**src/rtl/inst_fetch_seq.sv**
```systemverilog
// Instruction fetch sequencer: steps the ROM address, waits out read latency,
// registers the word onto DIN, pulses run and waits for done before advancing.
module inst_fetch_seq #(
  parameter int DW        = 16,
  parameter int AW        = 5,
  parameter int MEM_LAT   = 1,
  parameter int LAST_ADDR = 31,
  parameter int WRAP      = 1,
  parameter int TIMEOUT   = 64
) (
  input  logic          clk,
  input  logic          reset_n,
  input  logic          start,
  input  logic          stop,
  input  logic          step_mode,
  input  logic [DW-1:0] mem_q,
  output logic [AW-1:0] mem_addr,
  output logic [DW-1:0] DIN,
  output logic          run,
  input  logic          done,
  input  logic          next_word,
  output logic          busy,
  output logic          halted,
  output logic          timeout_err,
  output logic [15:0]   instr_count
);

  localparam int WDW = $clog2(TIMEOUT + 1);
  localparam logic [AW-1:0] LAST = AW'(LAST_ADDR);
  localparam bit NO_WRAP = (WRAP == 0);

  typedef enum logic [2:0] {
    IDLE, ADDR, CAPTURE, RUN, WAIT_DONE, HALT
  } state_t;

  state_t           state_reg;
  logic [AW-1:0]    addr_reg;
  logic [DW-1:0]    din_reg;
  logic             run_reg;
  logic             busy_reg;
  logic             halted_reg;
  logic             tout_reg;
  logic [15:0]      count_reg;
  logic [2:0]       lat_cnt_reg;
  logic [WDW-1:0]   wd_cnt_reg;
  logic             stop_lat_reg;
  logic             imm_fetch_reg;

  logic [AW-1:0]    addr_inc;
  logic             at_end;

  assign addr_inc = (addr_reg == LAST) ? '0 : addr_reg + AW'(1);
  assign at_end   = NO_WRAP && (addr_reg == LAST);

  assign mem_addr    = addr_reg;
  assign DIN         = din_reg;
  assign run         = run_reg;
  assign busy        = busy_reg;
  assign halted      = halted_reg;
  assign timeout_err = tout_reg;
  assign instr_count = count_reg;

  always_ff @(posedge clk or negedge reset_n) begin
    if (!reset_n) begin
      state_reg     <= IDLE;
      addr_reg      <= '0;
      din_reg       <= '0;
      run_reg       <= 1'b0;
      busy_reg      <= 1'b0;
      halted_reg    <= 1'b0;
      tout_reg      <= 1'b0;
      count_reg     <= '0;
      lat_cnt_reg   <= '0;
      wd_cnt_reg    <= '0;
      stop_lat_reg  <= 1'b0;
      imm_fetch_reg <= 1'b0;
    end else begin
      run_reg <= 1'b0;
      // Halt entries below override this, so a stop is consumed by HALT.
      if (busy_reg && stop) stop_lat_reg <= 1'b1;

      case (state_reg)
        IDLE, HALT: begin
          if (start) begin
            state_reg   <= ADDR;
            lat_cnt_reg <= '0;
            busy_reg    <= 1'b1;
            halted_reg  <= 1'b0;
          end
        end

        ADDR: begin
          if (lat_cnt_reg == 3'(MEM_LAT - 1)) begin
            lat_cnt_reg <= '0;
            state_reg   <= CAPTURE;
          end else begin
            lat_cnt_reg <= lat_cnt_reg + 3'd1;
          end
        end

        CAPTURE: begin
          din_reg   <= mem_q;
          run_reg   <= 1'b1;
          state_reg <= RUN;
        end

        RUN: begin
          wd_cnt_reg    <= '0;
          imm_fetch_reg <= 1'b0;
          state_reg     <= WAIT_DONE;
        end

        WAIT_DONE: begin
          if (done) begin
            imm_fetch_reg <= 1'b0;
            if (count_reg != 16'hFFFF) count_reg <= count_reg + 16'd1;
            if (stop_lat_reg || stop || step_mode || at_end) begin
              if (!at_end) addr_reg <= addr_inc;
              state_reg    <= HALT;
              busy_reg     <= 1'b0;
              halted_reg   <= 1'b1;
              stop_lat_reg <= 1'b0;
            end else begin
              addr_reg    <= addr_inc;
              lat_cnt_reg <= '0;
              state_reg   <= ADDR;
            end
          end else if (wd_cnt_reg == WDW'(TIMEOUT - 1)) begin
            tout_reg      <= 1'b1;
            imm_fetch_reg <= 1'b0;
            state_reg     <= HALT;
            busy_reg      <= 1'b0;
            halted_reg    <= 1'b1;
            stop_lat_reg  <= 1'b0;
          end else begin
            wd_cnt_reg <= wd_cnt_reg + WDW'(1);
            // Immediate fetch: one extra cycle beyond MEM_LAT for the address to reach the ROM.
            if (imm_fetch_reg) begin
              if (lat_cnt_reg == 3'(MEM_LAT)) begin
                din_reg       <= mem_q;
                imm_fetch_reg <= 1'b0;
              end else begin
                lat_cnt_reg <= lat_cnt_reg + 3'd1;
              end
            end else if (next_word) begin
              addr_reg      <= addr_inc;
              imm_fetch_reg <= 1'b1;
              lat_cnt_reg   <= '0;
            end
          end
        end

        default: begin
          state_reg <= IDLE;
          busy_reg  <= 1'b0;
        end
      endcase
    end
  end

endmodule
```
**config.mk**
```make
export PLATFORM = sky130hd
export DESIGN_NAME = inst_fetch_seq
export DESIGN_NICKNAME = d
export VERILOG_FILES = /design/src/rtl/inst_fetch_seq.sv
export SDC_FILE = /design/constraint.sdc
export NUM_CORES = 1
export LEC_CHECK = 0
export ABC_AREA = 1
export BUFFER_PORTS_ARGS = -buffer_cell sky130_fd_sc_hd__buf_2
export CORE_MARGIN = 2
export CORE_UTILIZATION = 55
export DETAILED_ROUTE_END_ITERATION = 12
export GPL_ROUTABILITY_DRIVEN = 0
export MAX_ROUTING_LAYER = met4
export PLACE_DENSITY = 0.78
export SKIP_CTS_REPAIR_TIMING = 1
export SLEW_MARGIN = 10
export SYNTH_ARGS = -nofsm -noshare
export SYNTH_HDL_FRONTEND = slang
export SYNTH_SLANG_ARGS = --single-unit
export TNS_END_PERCENT = 10
```
**constraint.sdc**
```tcl
create_clock -name clk -period 2.25 [get_ports clk]
set_input_delay 0.45 -clock clk [delete_from_list [all_inputs] [get_ports clk]]
set_output_delay 0.45 -clock clk [all_outputs]
set_load 0.02 [all_outputs]
```
== Word-level counts from Yosys, hierarchy flattened ==
Cells that the tools add are included.

* Reduce and logical (&&, ||, !) cells: 21
* $add $sub $neg: 4
* Bitwise gates (word level): 2
* Equal/unequal tests: 23
* Multiplexer cells: 50

{| class="wikitable"
|+ Operator list
! operator !! number
|-
| $mux 16 || 4
|-
| $mux 3 || 13
|-
| $pmux 16 s2 || 1
|-
| $mux 5 || 5
|-
| $mux 1 || 19
|-
| $add 16x1->16 const B || 1
|-
| $ne 16x16->1 const B || 1
|-
| $ne 2x2->1 const B || 8
|-
| $pmux 3 s5 || 1
|-
| $mux 7 || 2
|-
| $pmux 7 s2 || 1
|-
| $ne 3x3->1 const B || 4
|-
| $reduce_and 3->1 || 4
|-
| $reduce_and 4->1 || 3
|-
| $pmux 3 s3 || 1
|-
| $ne 4x4->1 const B || 2
|-
| $reduce_bool 2->1 || 4
|-
| $add 7x1->7 const B || 1
|-
| $eq 7x6->1 const B || 1
|-
| $eq 3x1->1 const B || 2
|-
| $eq 3x2->1 const B || 2
|-
| $eq 3x3->1 const B || 2
|-
| $logic_not 3->1 || 2
|-
| $reduce_and 6->1 || 1
|-
| 12 further kinds || 15
|}

* Input port bits: 23
* Flip-flop bits (word level): 56

== Depth between registers and ports, before layout ==
Gate-level depths: netlist (run 1).

* Word-level depth: 6
* Mapped depth: 10
* Depth with buffers taken out: 10

== Worst setup path after synthesis (run 1) ==
No wires, ideal clock.

* Kind: reg-to-reg
* Start: register count_reg[0] (netlist: instr_count[0])
* End: register count_reg[11] (netlist: instr_count[11])
* Arrival: 1.562 ns
* Library setup time: 0.064 ns
* Cell stages (with the launch flop): 11
* Required time: 2.186 ns
* Path slack: 0.624 ns
* Buffers on the path: 1
* Period minus slack after synthesis: 1.626 ns
* Cell sequence: dfrtp_1 > ha_1 > inv_1 > nor2_4 > nand2_4 > nor2_8 > nand2_2 > nand2_4 > buf_6 > nand2_1 > nand2_2

* Cells in the longest elaborated chain, start to end: 2
* Elaborated cells on any way between the ends: 3
* Classes of those cells: 1 x add/sub; 1 x eq/ne; 1 x reduce/logical

{| class="wikitable"
|+ RTL lines
! item !! line !! source
|-
| start: declaration || 43 || <nowiki>logic [15:0] count_reg;</nowiki>
|-
| start signal: assignment || 116 || <nowiki>if (count_reg != 16'hFFFF) count_reg <= count_reg + 16'd1;</nowiki>
|-
| parallel branches: the longest is 2 deep, another holds $add 16x1->16 || -- ||
|}

Several ways; the timed one is not identified.
A chain may end at the register's enable or synchronous reset.

== Worst setup path in the final report (run 1) ==
* Start: register count_reg[0] (netlist: instr_count[0])
* End: register count_reg[9] (netlist: instr_count[9])

The elaborated chain is that of the path after synthesis.

==> impl_metrics.ini, run 1 <==
[sta]
maxSlewHeadroom = 0.651
min_period_ns = 1.77
max_freq_ghz = 0.565
hold_violations = 0
post-route-period-util = 0.787
slew_violations = 0
fin_hold_ws_ns = 0.110
rsz0062_at_grt = false
fin_skew_ns = 0.00845
tightest_slew_ns = 0.523
setup_viol = 0
fin_setup_tns_ns = 0

[route]
post-route-drc-count = 0
vias_per_cell = 4.96
postRouteAntennaNets = 0
drt-initial-drc-count = 116
routed_wl_mm = 6.16
drt-wirelength-per-cell_um = 11.5
via_count = 2671
dr.pass1.iters = 4

[power_and_ir_drop]
power_density_mw_per_mm2 = 996
p_leak_nw = 1.97
finalPower_mw = 3.60
peakVddDrop_mv = 0.553

[yosys]
synth.top_cells.by_count = nand2_1 (123), dfrtp_1 (56), inv_1 (48)
syn-num-nets = 430
yosys.area.top_type_share = 0.446
synth_flop_cell = dfrtp_1
yosysMostFrequentCell = nand2_1
avgSynthCellArea_sq_um = 7.85
syn_inst = 400
ys_warn_count = 0
ys_async_sr_fraction = 1.00
netlist-cell-type-count = 34
synth_edf_count = 0
seq_area_frac_synth = 0.446
ys_ff_latch = 56
synth_top_cell_by_area = dfrtp_1
synth.top_cells.by_area = dfrtp_1 (45%), nand2_1 (15%), inv_1 (5.7%), nand2_2 (3.4%), nand3_1 (3.2%)
syn_area_sq_mm = 0.00314

[final_layout]
area_delta_synth_final_pct = 15.3
instances_no_fill = 538
final_util = 0.657
diodes = 0
nFillCells = 483
drive_gt1_frac = 0.240
multiInputGateArea_sq_mm = 0.00148
seq_area_sq_mm = 0.00140
nets = 495

[grt]
grt_pass1_vias = 2512
grt_antenna_before_repair = 0
overflow = 0
grt_first_pass_wirelength_mm = 10.7
gr-usage-all-layers = 0.221
grt_max_degree = 57

[die]
die_h_um = 79.6
dieWidth_um = 79.6
io_pins = 64
die-area_sq_mm = 0.00633
start_util = 0.570
fp-row-count = 27
core-area_sq_mm = 0.00551

[worst_setup_path]
r2r_end = instr_count[9]
worstPathRequired_ns = 2.51
r2r_slack_ns = 0.48
cp_max_fo = 14
critical_path_arrival_ns = 2.03
r2r_start = instr_count[0]
path_class = reg2reg
startpoint_type = flop
end_kind = flop
reg2reg_depth = 8

[clocking]
cts.sink_count = 56
cts-root-buf = clkbuf_8
cts_max_path_buffers = 2
cts_tree = yes
path_clk_slew_ns = 0.10
numCtsBuffers = 5
cts_max_level = 2
insertion_delay_ns = 0.31

[placed_design]
dpl.cell_count = 530
hpwl_mm = 4.65
portBuffers = 63

[status]
status = finished clean

[hold_path]
hp-class = in2async

[flow_run]
cap_violations = 0
[power by group]
group	leakage [nW]	internal (mW)	switching, mW
Sequential	0.732	1.28	0.237
Clock	0.0558	0.337	0.329
Combinational	1.18	0.487	0.929
[layout by cell type, fill, tap and decap left out, types with 2 or more instances in the layout]
master / n
buf_2: 63
or2_2: 2
nand2_1: 123
nand2_2: 17
a21boi_0: 2
nor2_1: 25
inv_2: 6
nand4_1: 5
o21ai_0: 17
a21oi_1: 7
ha_1: 7
dfrtp_1: 56
o21ai_1: 20
xor2_1: 5
nand2_4: 3
nor2_2: 7
clkbuf_8: 5
nor2_4: 2
nor3_1: 3
xnor2_1: 9
inv_1: 48
nand3_1: 20
[cells by family (layout without fill, tap and decap cells)]
kind of cell,Yosys count,after routing,synth area share
simple gates,212,212,0.314
buf+inv,60,126,0.0829
compound gates,51,51,0.0897
flops,56,56,0.446
fa+ha+maj,7,7,0.0279
xor+xnor,14,14,0.0391
[worst max-delay path, cell delays in order, from the launching register on]
cell     delay (ns)
dfrtp_1        0.44
ha_1           0.26
inv_1          0.10
nor2_4         0.05
nand2_4        0.11
nor2_8         0.05
a21oi_4        0.44
o21ai_0        0.17
nand2_1        0.09
[through the flow]
step                setup WS [ns]  instance area (sq um)
global route                0.316                   3620
CTS                         0.471                   3620
detailed placement          0.493                   3510
global placement            0.504                   3510
finish                      0.479                   3620
floorplan                   0.624                   3140
[routing by layer]
layer | wire, um | track usage
met1 | 2810 | 0.267
met2 | 3000 | 0.361
met3 | 221 | 0.0396
met4 | 128 | 0.100
met5 | 0 | -
[worst max-delay path by stage]
| stage | to | cells past startpoint | start |
|---|---|---|---|
| 3_5_place_dp | instr_count[9] | 8 | instr_count[0] |
| 3_3_place_gp | instr_count[9] | 8 | instr_count[0] |
| 5_1_grt | instr_count[9] | 8 | instr_count[0] |
| 4_1_cts | instr_count[9] | 8 | instr_count[0] |
| 6_report | instr_count[9] | 8 | instr_count[0] |
| 2_1_floorplan | instr_count[11] | 10 | instr_count[0] |
[layout make-up]
class | instances | area share
Clock buffer | 6 | 0.0201
Sequential cell | 56 | 0.387
Clock inverter | 2 | 0.0107
Tap cell | 72 | 0.0249
Multi-Input combinational cell | 284 | 0.408
Inverter | 54 | 0.0560
Timing Repair Buffer | 64 | 0.0927
No activity file was read; power rests on OpenSTA's default activity.
==> inputs of run 2 (changes only) <==
ABC_AREA = 0   (was 1)
CORE_UTILIZATION = 48   (was 55)
PLACE_DENSITY = 0.73   (was 0.78)
clock period = 1.6 ns   (was 2.25 ns; I/O delays follow)
==> run 2 against run 1 <==
Against the previous run:
- largest cell class unchanged
- power up 69%
- synthesized cell count fell by 41%
- critical path depth fell by 4
- critical path type unchanged
- utilization grew 6.6 points
- sequential power up 42%
- count of clock-buffer cells in the layout unchanged
- largest power group is now combinational logic
- worst hold slack got worse by 0.12 ns
- the flow now finishes with violations (hold timing, setup timing)
- flip-flop and latch count is the same
- global-route usage shrank 1.8 points
- register-to-register slack worse by 0.64 ns
- first-iteration DRC count is 11% lower
- via count shrank 13%
==> impl_metrics.ini, run 2 <==
[status]
status = finished with violations
violations = hold timing, setup timing

[route]
drt-initial-drc-count = 103
routed_wl_mm = 6.53
postRouteAntennaNets = 0
drt-wirelength-per-cell_um = 14.9
post-route-drc-count = 0
dr.pass1.iters = 4
via_count = 2326
vias_per_cell = 5.32

[yosys]
ys_warn_count = 0
synth_edf_count = 0
synth_xor_area_frac = 0.0609
synth.top_cells.by_count = dfrtp_1 (56), xor2_1 (16), nand2_1 (12)
ys_async_sr_fraction = 1.00
synth_compound_area_frac = 0.0948
syn_inst = 237
ys_ff_latch = 56
synth.top_cells.by_area = dfrtp_1 (51%), xor2_1 (5.1%), mux2_1 (4.5%), mux2_2 (4.1%), ha_1 (3.2%)
yosysMostFrequentCell = dfrtp_1
yosys.area.top_type_share = 0.513
seq_area_frac_synth = 0.513
muxShareOfSynthArea = 0.0939
syn_area_sq_mm = 0.00273
syn-num-nets = 267
synth_top_family_by_area = simple AND/OR/NAND/NOR gates
synth_top_cell_by_area = dfrtp_1
yosys.area_share.simple = 0.185
synthAdderAreaFrac = 0.0321
avgSynthCellArea_sq_um = 11.5
netlist-cell-type-count = 54
synth_flop_cell = dfrtp_1

[sta]
hold_violations = 18
max_freq_ghz = 0.568
maxSlewHeadroom = 0.722
min_period_ns = 1.76
worst_slack_ns = -0.159
fin_hold_ws_ns = -0.0124
fin_skew_ns = 0.00849
setup_viol = 33
tightest_slew_ns = 0.411
rsz0062_at_grt = true
post-route-period-util = 1.10
slew_violations = 0

[worst_setup_path]
end_kind = flop
cp_max_fo = 5
worstPathRequired_ns = 1.82
r2r_end = instr_count[13]
reg2reg_depth = 4
critical_path.startpoint = state_reg[0]
r2r_slack_ns = -0.16
startpoint_type = flop
r2r_start = state_reg[0]
critical_path_arrival_ns = 1.98
path_class = reg2reg

[grt]
gr-usage-all-layers = 0.203
top_usage_layer = met2
grt_use_met2 = 0.325
grt_pass1_vias = 2218
grt_max_degree = 57
grt_first_pass_wirelength_mm = 9.85
grt.met1_usage = 0.266
overflow = 0
grt_util_met3 = 0.0419
grt_antenna_before_repair = 0

[final_layout]
final_cell_mix = buf_2 (63), buf_4 (55), dfrtp_1 (53)
area_delta_synth_final_pct = 45.7
nets = 394
multiInputGateArea_sq_mm = 0.00151
seq_area_sq_mm = 0.00141
drive_gt1_frac = 0.523
nFillCells = 393
final_util = 0.723
diodes = 0
final_common_cell = buf_2

[power_and_ir_drop]
clkPwrFrac = 0.150
power_density_mw_per_mm2 = 1530
p_leak_nw = 1.96
p_sw_mw = 2.24
finalPower_mw = 6.08
peakVddDrop_mv = 0.942
swShare = 0.368
pwr-share-seq = 0.356
combPwrFrac = 0.495
p_int_mw = 3.84

[die]
start_util = 0.496
dieWidth_um = 79.4
io_pins = 64
die-area_sq_mm = 0.00631
core-area_sq_mm = 0.00551
fp-row-count = 27
die_h_um = 79.4

[clocking]
cts-root-buf = clkbuf_8
cts.sink_count = 56
path_clk_slew_ns = 0.10
cts_max_path_buffers = 2
cts_max_level = 2
cts_tree = yes
numCtsBuffers = 5
insertion_delay_ns = 0.31

[placed_design]
portBuffers = 63
hpwl_mm = 4.45

[flow_run]
cap_violations = 0

[hold_path]
hp-class = in2async
run 2: cell count changes after synthesis, sizes merged, moves of 6 or more:
cell,previous run,this run
o21ai,37,5
inv,54,5
nor2,35,11
nand3,20,10
xnor2,9,3
nor4,0,8
xor2,5,16
nor2b,0,6
mux2,0,21
nand2,143,12
run 2: kinds of logic (layout without fill, tap and decap cells):
kind of cell / Yosys count / in the layout
xor gates and xnor gates: 19 / 19
AOI/OAI and AO/OA: 36 / 36
muxes: 23 / 23
DFF: 56 / 56
buffers and inverters: 11 / 139
and+or+nand+nor: 85 / 85
adders and majority gates: 7 / 7
run 2: worst max-delay path by stage:
stage	end	depth (start not counted)
final	instr_count[13]	4
after global routing	instr_count[13]	4
after CTS	instr_count[13]	4
after detailed placement	lat_cnt_reg[2]	5
after global placement	mem_addr[4]	4
after floorplan	DIN[10]	5
run 2: stage by stage:
step | setup TNS, ns | instance area (sq um) | instances | setup WS, ns
after floorplan | -2.72 | 2770 | 237 | -0.146
after global placement | -2.91 | 3590 | 423 | -0.124
after detailed placement | -3.15 | 3590 | 423 | -0.172
after CTS | -4.24 | 3700 | 431 | -0.209
after global routing | -6.13 | 3980 | 437 | -0.268
final | -3.44 | 3980 | 437 | -0.159
run 2: final cells by class:
| type | instances | share of cell area |
|---|---|---|
| inverters | 5 | 0.00472 |
| well taps | 72 | 0.0226 |
| repair buffers | 126 | 0.213 |
| multi-input cells | 170 | 0.379 |
| clock buffers | 6 | 0.0182 |
| clock inverters | 2 | 0.00880 |
| flip-flops and latches | 56 | 0.353 |
run 2: power groups by stage:
stage | registers [mW] | logic, mW | clock network, mW
after floorplan | 2.57 | 1.11 | 0
after global placement | 2.12 | 2.52 | 0
after detailed placement | 2.15 | 2.56 | 0
after CTS | 2.12 | 2.57 | 0.932
after global routing | 2.21 | 3.24 | 0.999
final | 2.16 | 3.01 | 0.910
run 2: routing by layer:
metal  vias up  part of all wire
met4         0             0.013
met1      1129              0.46
li1       1126                 -
met2        64              0.48
met5         -                 0
met3         7             0.048
run 2: worst max-delay path: stages (launching register included):
cell       delay (ns)
dfrtp_2          0.48
nand4bb_1        0.27
or3_4            0.47
nor4_2           0.22
xor2_1           0.24
==> inputs of run 3 (changes only) <==
CTS_BUF_LIST = sky130_fd_sc_hd__clkbuf_16   (was default)
==> run 3 against run 2 <==
Against the previous run:
- the run ends with setup timing left
- non-clock buffer count down 1
- die area unchanged
- first-iteration DRC count down 2.9%
- final area up 2.9%
- power up 6.4%
- clock skew down 0.0035 ns
- routed wire length up 5.6%
- setup slack better by 0.0088 ns
- count of clock-buffer cells in the layout down 1
- global-route usage up 0.15 points
- critical endpoint is now lat_cnt_reg[2]
==> impl_metrics.ini, run 3 (synthesis gave the netlist of run 2 again) <==
[worst_setup_path]
startpoint_type = flop
max_stage_delay_ns = 0.46
cp_slowest_cell = dfrtp_2
cp_max_fo = 9
worstPathRequired_ns = 1.82
reg2reg_depth = 6
path_class = reg2reg
worstPathCellList = buf_6, or3b_4, a2bb2oi_2, buf_4, o221ai_1, o2bb2ai_1
end_kind = flop
critical_path_arrival_ns = 1.97

[final_layout]
final_cell_mix = buf_2 (63), buf_4 (54), dfrtp_1 (53)
diodes = 0
final_util = 0.743
finalInstanceArea_sq_mm = 0.00409
nFillCells = 367
final_common_cell = buf_2
area_delta_synth_final_pct = 49.9
drive_gt1_frac = 0.538
nets = 393

[sta]
worst_slack_ns = -0.150
maxSlewHeadroom = 0.731
slew_violations = 0
setup_viol = 33
tightest_slew_ns = 0.398
max_freq_ghz = 0.571
min_period_ns = 1.75
hold_violations = 0
fin_skew_ns = 0.00497
post-route-period-util = 1.09
rsz0062_at_grt = true

[route]
vias_per_cell = 5.47
postRouteAntennaNets = 0
dr.pass1.iters = 4
drt-initial-drc-count = 100
routed_wl_mm = 6.89
post-route-drc-count = 0
via_count = 2387
drt-wirelength-per-cell_um = 15.8

[power_and_ir_drop]
finalPower_mw = 6.47
p_sw_mw = 2.33
swShare = 0.360
clkPwrFrac = 0.186
pwr-share-seq = 0.338
peakVddDrop_mv = 0.985
combPwrFrac = 0.475
p_leak_nw = 2.00
power_density_mw_per_mm2 = 1580
p_int_mw = 4.14

[die]
core-area_sq_mm = 0.00551
die-area_sq_mm = 0.00631
io_pins = 64
start_util = 0.496
fp-row-count = 27
dieWidth_um = 79.4
die_h_um = 79.4

[clocking]
cts_max_level = 2
cts_tree = yes
cts_max_path_buffers = 2
path_clk_slew_ns = 0.07
cts.sink_count = 56
numCtsBuffers = 5
cts-root-buf = clkbuf_16
insertion_delay_ns = 0.29

[grt]
gr-usage-all-layers = 0.205
grt_pass1_vias = 2222
grt_antenna_before_repair = 0
overflow = 0
grt_first_pass_wirelength_mm = 9.97
grt_max_degree = 57

[status]
status = finished with violations
violations = setup timing

[hold_path]
hp-class = in2async

[placed_design]
dpl_cell_area_sq_mm = 0.00359
hpwl_mm = 4.45
portBuffers = 63
pre_cts_slack_ns = -0.172

[flow_run]
cap_violations = 0
[run 3: final timing paths]
path	start	to	slack (ns)
worst max-delay path	state_reg[0]	lat_cnt_reg[2]	-0.15
min in group clk	mem_q[11]	DIN[11]	0.25
max in group asynchronous	reset_n	state_reg[1]	1.34
worst max register to register	state_reg[0]	lat_cnt_reg[2]	-0.15
worst min-delay path	reset_n	lat_cnt_reg[0]	0.02
worst min register to register	timeout_err	timeout_err	0.48
[run 3: area by class of cell]
class	count	area [sq um]	area share
Clock buffer	5	125	0.0306
Clock inverter	3	38.8	0.00947
Inverter	5	18.8	0.00458
Multi-Input combinational cell	170	1570	0.384
Sequential cell	56	1410	0.343
Tap cell	72	90.1	0.0220
Timing Repair Buffer	125	842	0.206
[run 3: critical path: cells and delay by family, from the launching register on]
family	cells	cell delay, ns
simple gates	1	0.40
buf+inv	2	0.32
compound gates	3	0.50
flops	1	0.46
[run 3: per-stage QoR]
step	hold WS, ns	std cells	setup TNS (ns)
2_1_floorplan	0.0244	237	-2.72
3_3_place_gp	0.342	423	-2.91
3_5_place_dp	0.342	423	-3.15
4_1_cts	0.0288	431	-3.91
5_1_grt	0.0464	436	-5.76
6_report	0.0176	436	-3.01
[run 3: routing by layer]
layer,wire [um],track usage,part of all wire
met5,0,-,0
met2,3350,0.324,0.49
met4,108,0.0466,0.016
met3,341,0.0419,0.049
met1,3100,0.273,0.45
[run 3: power groups by stage]
stage	clock network (mW)	registers [mW]	logic, mW
global placement	0	2.12	2.52
global route	1.30	2.24	3.29
detailed placement	0	2.15	2.56
floorplan	0	2.57	1.11
finish	1.21	2.19	3.07
CTS	1.23	2.13	2.57
